--- src/rtl/dec_pkg.sv ---
// Shared types and helpers for the pulse decoder.
// Holds the FSM state type, the one-hot helper and counter sizing.
package dec_pkg;

  typedef enum logic {
    IDLE  = 1'b0,
    PULSE = 1'b1
  } dec_state_t;

  localparam int MAX_W = 64;

  localparam int DEF_N = 2;
  localparam int DEF_PULSE_LEN = 4;

  function automatic int cw_of(input int pulse_len);
    return (pulse_len > 1) ? $clog2(pulse_len) : 1;
  endfunction

  localparam int DEF_CW = cw_of(DEF_PULSE_LEN);

  // Callers truncate the result to their own W = 2**N.
  function automatic logic [MAX_W-1:0] onehot(
    input int unsigned code
  );
    logic [MAX_W-1:0] one;
    one = {{(MAX_W-1){1'b0}}, 1'b1};
    return one << code;
  endfunction

endpackage

--- src/rtl/dec_onehot.sv ---
// Combinational N -> 2**N one-hot decoder.
// Output is forced to zero when not enabled.
module dec_onehot
  import dec_pkg::*;
#(
  parameter  int N = 2,
  localparam int W = 2**N
) (
  input  logic [N-1:0] a,
  input  logic         en,
  output logic [W-1:0] d
);

  // Gating keeps an undriven code from reaching the output register.
  assign d = en ? W'(onehot(32'(a))) : '0;

endmodule

--- src/rtl/dec_2_4_pulse.sv ---
// Registered binary-to-one-hot decoder with handshake.
// Drives one line of d for PULSE_LEN cycles per accepted code.
module dec_2_4_pulse
  import dec_pkg::*;
#(
  parameter  int N = DEF_N,
  parameter  int PULSE_LEN = DEF_PULSE_LEN,
  localparam int W = 2**N,
  localparam int CW = cw_of(PULSE_LEN)
) (
  input  logic         clk,
  input  logic         rst_n,
  input  logic         clr,
  input  logic [N-1:0] a,
  input  logic         in_valid,
  output logic         in_ready,
  output logic [W-1:0] d,
  output logic         busy,
  output logic         done
);

  localparam logic [CW-1:0] LAST = CW'(PULSE_LEN - 1);

  dec_state_t     state, state_n;
  logic [CW-1:0]  cnt, cnt_n;
  logic [W-1:0]   d_n;
  logic           done_n;
  logic [W-1:0]   dec;

  dec_onehot #(
    .N (N)
  ) u_dec (
    .a  (a),
    .en (in_valid),
    .d  (dec)
  );

  always_ff @(posedge clk) begin
    if (!rst_n) begin
      state <= IDLE;
      cnt   <= '0;
      d     <= '0;
      done  <= 1'b0;
    end else begin
      state <= state_n;
      cnt   <= cnt_n;
      d     <= d_n;
      done  <= done_n;
    end
  end

  always_comb begin
    state_n = state;
    cnt_n   = cnt;
    d_n     = d;
    done_n  = 1'b0;
    if (clr) begin
      state_n = IDLE;
      cnt_n   = '0;
      d_n     = '0;
    end else begin
      unique case (state)
        IDLE: begin
          if (in_valid) begin
            state_n = PULSE;
            cnt_n   = LAST;
            d_n     = dec;
          end
        end
        PULSE: begin
          if (cnt != '0) begin
            cnt_n = cnt - 1'b1;
          end else begin
            state_n = IDLE;
            d_n     = '0;
            done_n  = 1'b1;
          end
        end
        default: begin
          state_n = IDLE;
          cnt_n   = '0;
          d_n     = '0;
        end
      endcase
    end
  end

  assign in_ready = (state == IDLE);
  assign busy     = (state == PULSE);

endmodule

--- config.mk ---
export PLATFORM = sky130hd
export DESIGN_NAME = dec_2_4_pulse
export DESIGN_NICKNAME = d
export VERILOG_FILES = /design/src/rtl/dec_pkg.sv /design/src/rtl/dec_onehot.sv /design/src/rtl/dec_2_4_pulse.sv
export SDC_FILE = /design/constraint.sdc
export NUM_CORES = 1
export LEC_CHECK = 0
export CAP_MARGIN = 15
export CORE_AREA = 2 2 39 41
export CTS_BUF_LIST = sky130_fd_sc_hd__clkbuf_16
export DETAILED_ROUTE_END_ITERATION = 8
export DIE_AREA = 0 0 41 43
export PLACE_DENSITY_LB_ADDON = 0.15
export SLEW_MARGIN = 40
export SYNTH_ARGS = -nofsm -noshare
export SYNTH_HDL_FRONTEND = slang
export SYNTH_HIERARCHICAL = 1
export SYNTH_SLANG_ARGS = --single-unit
export TNS_END_PERCENT = 1
--- constraint.sdc ---
create_clock -name clk -period 1.4 [get_ports clk]
set_clock_uncertainty 0.1 [all_clocks]
set_input_delay 0.28 -clock clk [delete_from_list [all_inputs] [get_ports clk]]
set_output_delay 0.28 -clock clk [all_outputs]
set_load 0.005 [all_outputs]
==> impl_metrics.ini <==
[outcome]
outcome = finished clean

[critical_path]
startpoint_type = primary input
path_max_fanout = 7
cp-end-kind = flip-flop
rrSetupSlack_ns = 0.14
critPathKind = primary input to flip-flop
reg2reg_depth = 5
reg2reg_from = cnt[0]
crit_arrival_ns = 1.34
critPathRequiredTime_ns = 1.41
r2r-end = cnt[1]

[worst_hold_path]
hold_path.class = flip-flop to flip-flop
whs_path_depth = 1
hold_path_end = d[3]
hold_start = d[3]

[global_route]
grt_max_degree = 8
grt_pass1_wl_mm = 1.380
grt_pass1_vias = 313
antenna_found_initial = 0
grt_use_total = 0.1137
gr-total-overflow = 0

[pwr]
finalPower_w = 0.0007865
leakage_nw = 0.2729
vdd_drop_max_v = 0.0007194
power_density_nw_per_um2 = 1321

[cells_and_area]
seq_area_um2 = 161.4
area_growth_pct = 66.43
nets = 62
n_antenna_cell = 0
drive_gt1_frac = 0.2500
n_fill_cell = 136
multi_input_area_um2 = 186.4

[placed_design]
dp_hpwl_um = 628.3
port-buffer-count = 12
place_ws_ns = -0.1560
place.gp.congestion = 0.6472

[synth]
yosys_warnings = 6
synth_edf_count = 0
syn_area_per_cell_um2 = 10.84
synth_nets = 41
netlist.area_leader.share = 0.4476
ys_ff_latch = 8
synthTopCellsByArea = dfxtp_1 (45%), a32o_1 (11%), ha_1 (7.0%), and3b_1 (4.9%), nor3b_2 (3.5%)
synth_seq_area_share = 0.4476
syn_area_um2 = 357.8
async_flop_share = 0
synthTopCellsByCount = dfxtp_1 (8), a32o_1 (4), inv_1 (3)
synth_cells = 33
yosys.cell_types.count = 19
yosys.area.top_type = dfxtp_1
synth-main-ff-cell = dfxtp_1
yosysMostFrequentCell = dfxtp_1

[die]
boundaryPins = 13
die_h_um = 43
rows = 14
die_x_um = 41
start_util = 0.2586
dieArea_um2 = 1763
core_um2 = 1384

[routing]
drt-total-wl_um = 760
route.detailed.drc = 0
ant_nets = 0
dr.pass1.iters = 4
viasPerCell = 4.647
vias = 316
routedWlPerCell_um = 11.18
drtIter0Drc = 4

[job]
maxCapViolations = 0

[sta]
rsz0062_at_grt = no
layout_setup_ws_ns = 0.07486
final.period_utilization = 0.9465
tightestPinTransition_ns = 0.3273
period_minus_slack_ns = 1.325
final_hold_viol_count = 0
clock.fmax_mhz = 754.6
setup_tns_ns = 0
slew_violations = 0
setup_violations = 0
holdWs_ns = 0.3932
slew-limit-headroom = 0.7756

[clock_network]
cts_tree = yes
clock_latency_ns = 0.23
clock-root-buffer = clkbuf_16
cts_inserted_buffers = 3
path_clk_slew_ns = 0.04
htree_levels = 1
clockBufferDepth = 2
clock_sinks = 8
-- metal layers --
metal	global-route usage	vias up	part of all wire
met2	0.1594	11	0.49
met5	0	-	0
met1	0.1521	143	0.43
li1	-	162	-
met4	0.04000	0	0
met3	0.04712	0	0.075
-- logic make-up after synthesis --
kind of cell	Yosys count	synth area share
compound gates	8	0.1853
buf+inv	3	0.03147
simple gates	11	0.2378
fa+ha+maj	2	0.06992
flops	8	0.4475
mux	1	0.02797
-- state kept, by name (all words and copies together), names as in the netlist --
signal / flops
busy: 1
d: 4
cnt: 2
done: 1
-- worst max-delay path by stage --
stage / endpoint / slack (ns) / start
floorplan: cnt[1] / 0.27 / cnt[0]
global placement: d[2] / -0.14 / clr
detailed placement: d[1] / -0.16 / clr
CTS: d[1] / 0.08 / in_valid
global route: d[1] / 0.002 / in_valid
finish: d[1] / 0.07 / in_valid
-- per-stage QoR --
stage               utilization  cells  area (um2)
floorplan                     -     33       357.8
global placement         0.3816     65       528.0
detailed placement       0.3816     65       528.0
CTS                      0.4304     68       595.6
global route             0.4304     68       595.6
finish                   0.4304     68       595.6
-- power by group --
group	internal [W]	total, W	switching, W	leakage [nW]
logic	0.0000417	0.0000729	0.0000312	0.170
clock network	0.000368	0.000474	0.000106	0.0370
registers	0.000236	0.000240	0.00000362	0.0655
total	0.000646	0.000787	0.000141	0.273
-- cell usage in the layout, fill, tap and decap left out, types with 2 or more instances in the layout --
cell type / Yosys / routed
buf_4: 0 / 4
inv_1: 3 / 2
clkbuf_16: 0 / 3
clkdlybuf4s50_1: 0 / 5
and3b_1: 2 / 2
dfxtp_1: 8 / 7
ha_1: 2 / 2
dlygate4sd2_1: 0 / 7
a32o_1: 4 / 4
-- critical path: stages --
cell             delay, ns
clkdlybuf4s50_1       0.59
mux2i_1               0.18
a32o_1                0.29
-- timing repair --
item | CTS | global route
hold buffers | 0 | 0
resized for setup | 9 | 0
setup endpoints to repair | 7 | 0
setup buffers | 0 | 0
-- area by class of cell --
cell class / instances / share of cell area
flip-flops and latches: 8 / 0.2710
well taps: 16 / 0.03361
multi-input cells: 22 / 0.3130
inverters: 3 / 0.01891
repair buffers: 16 / 0.2374
clock buffers: 3 / 0.1261
(Power assumes the default switching activity.)
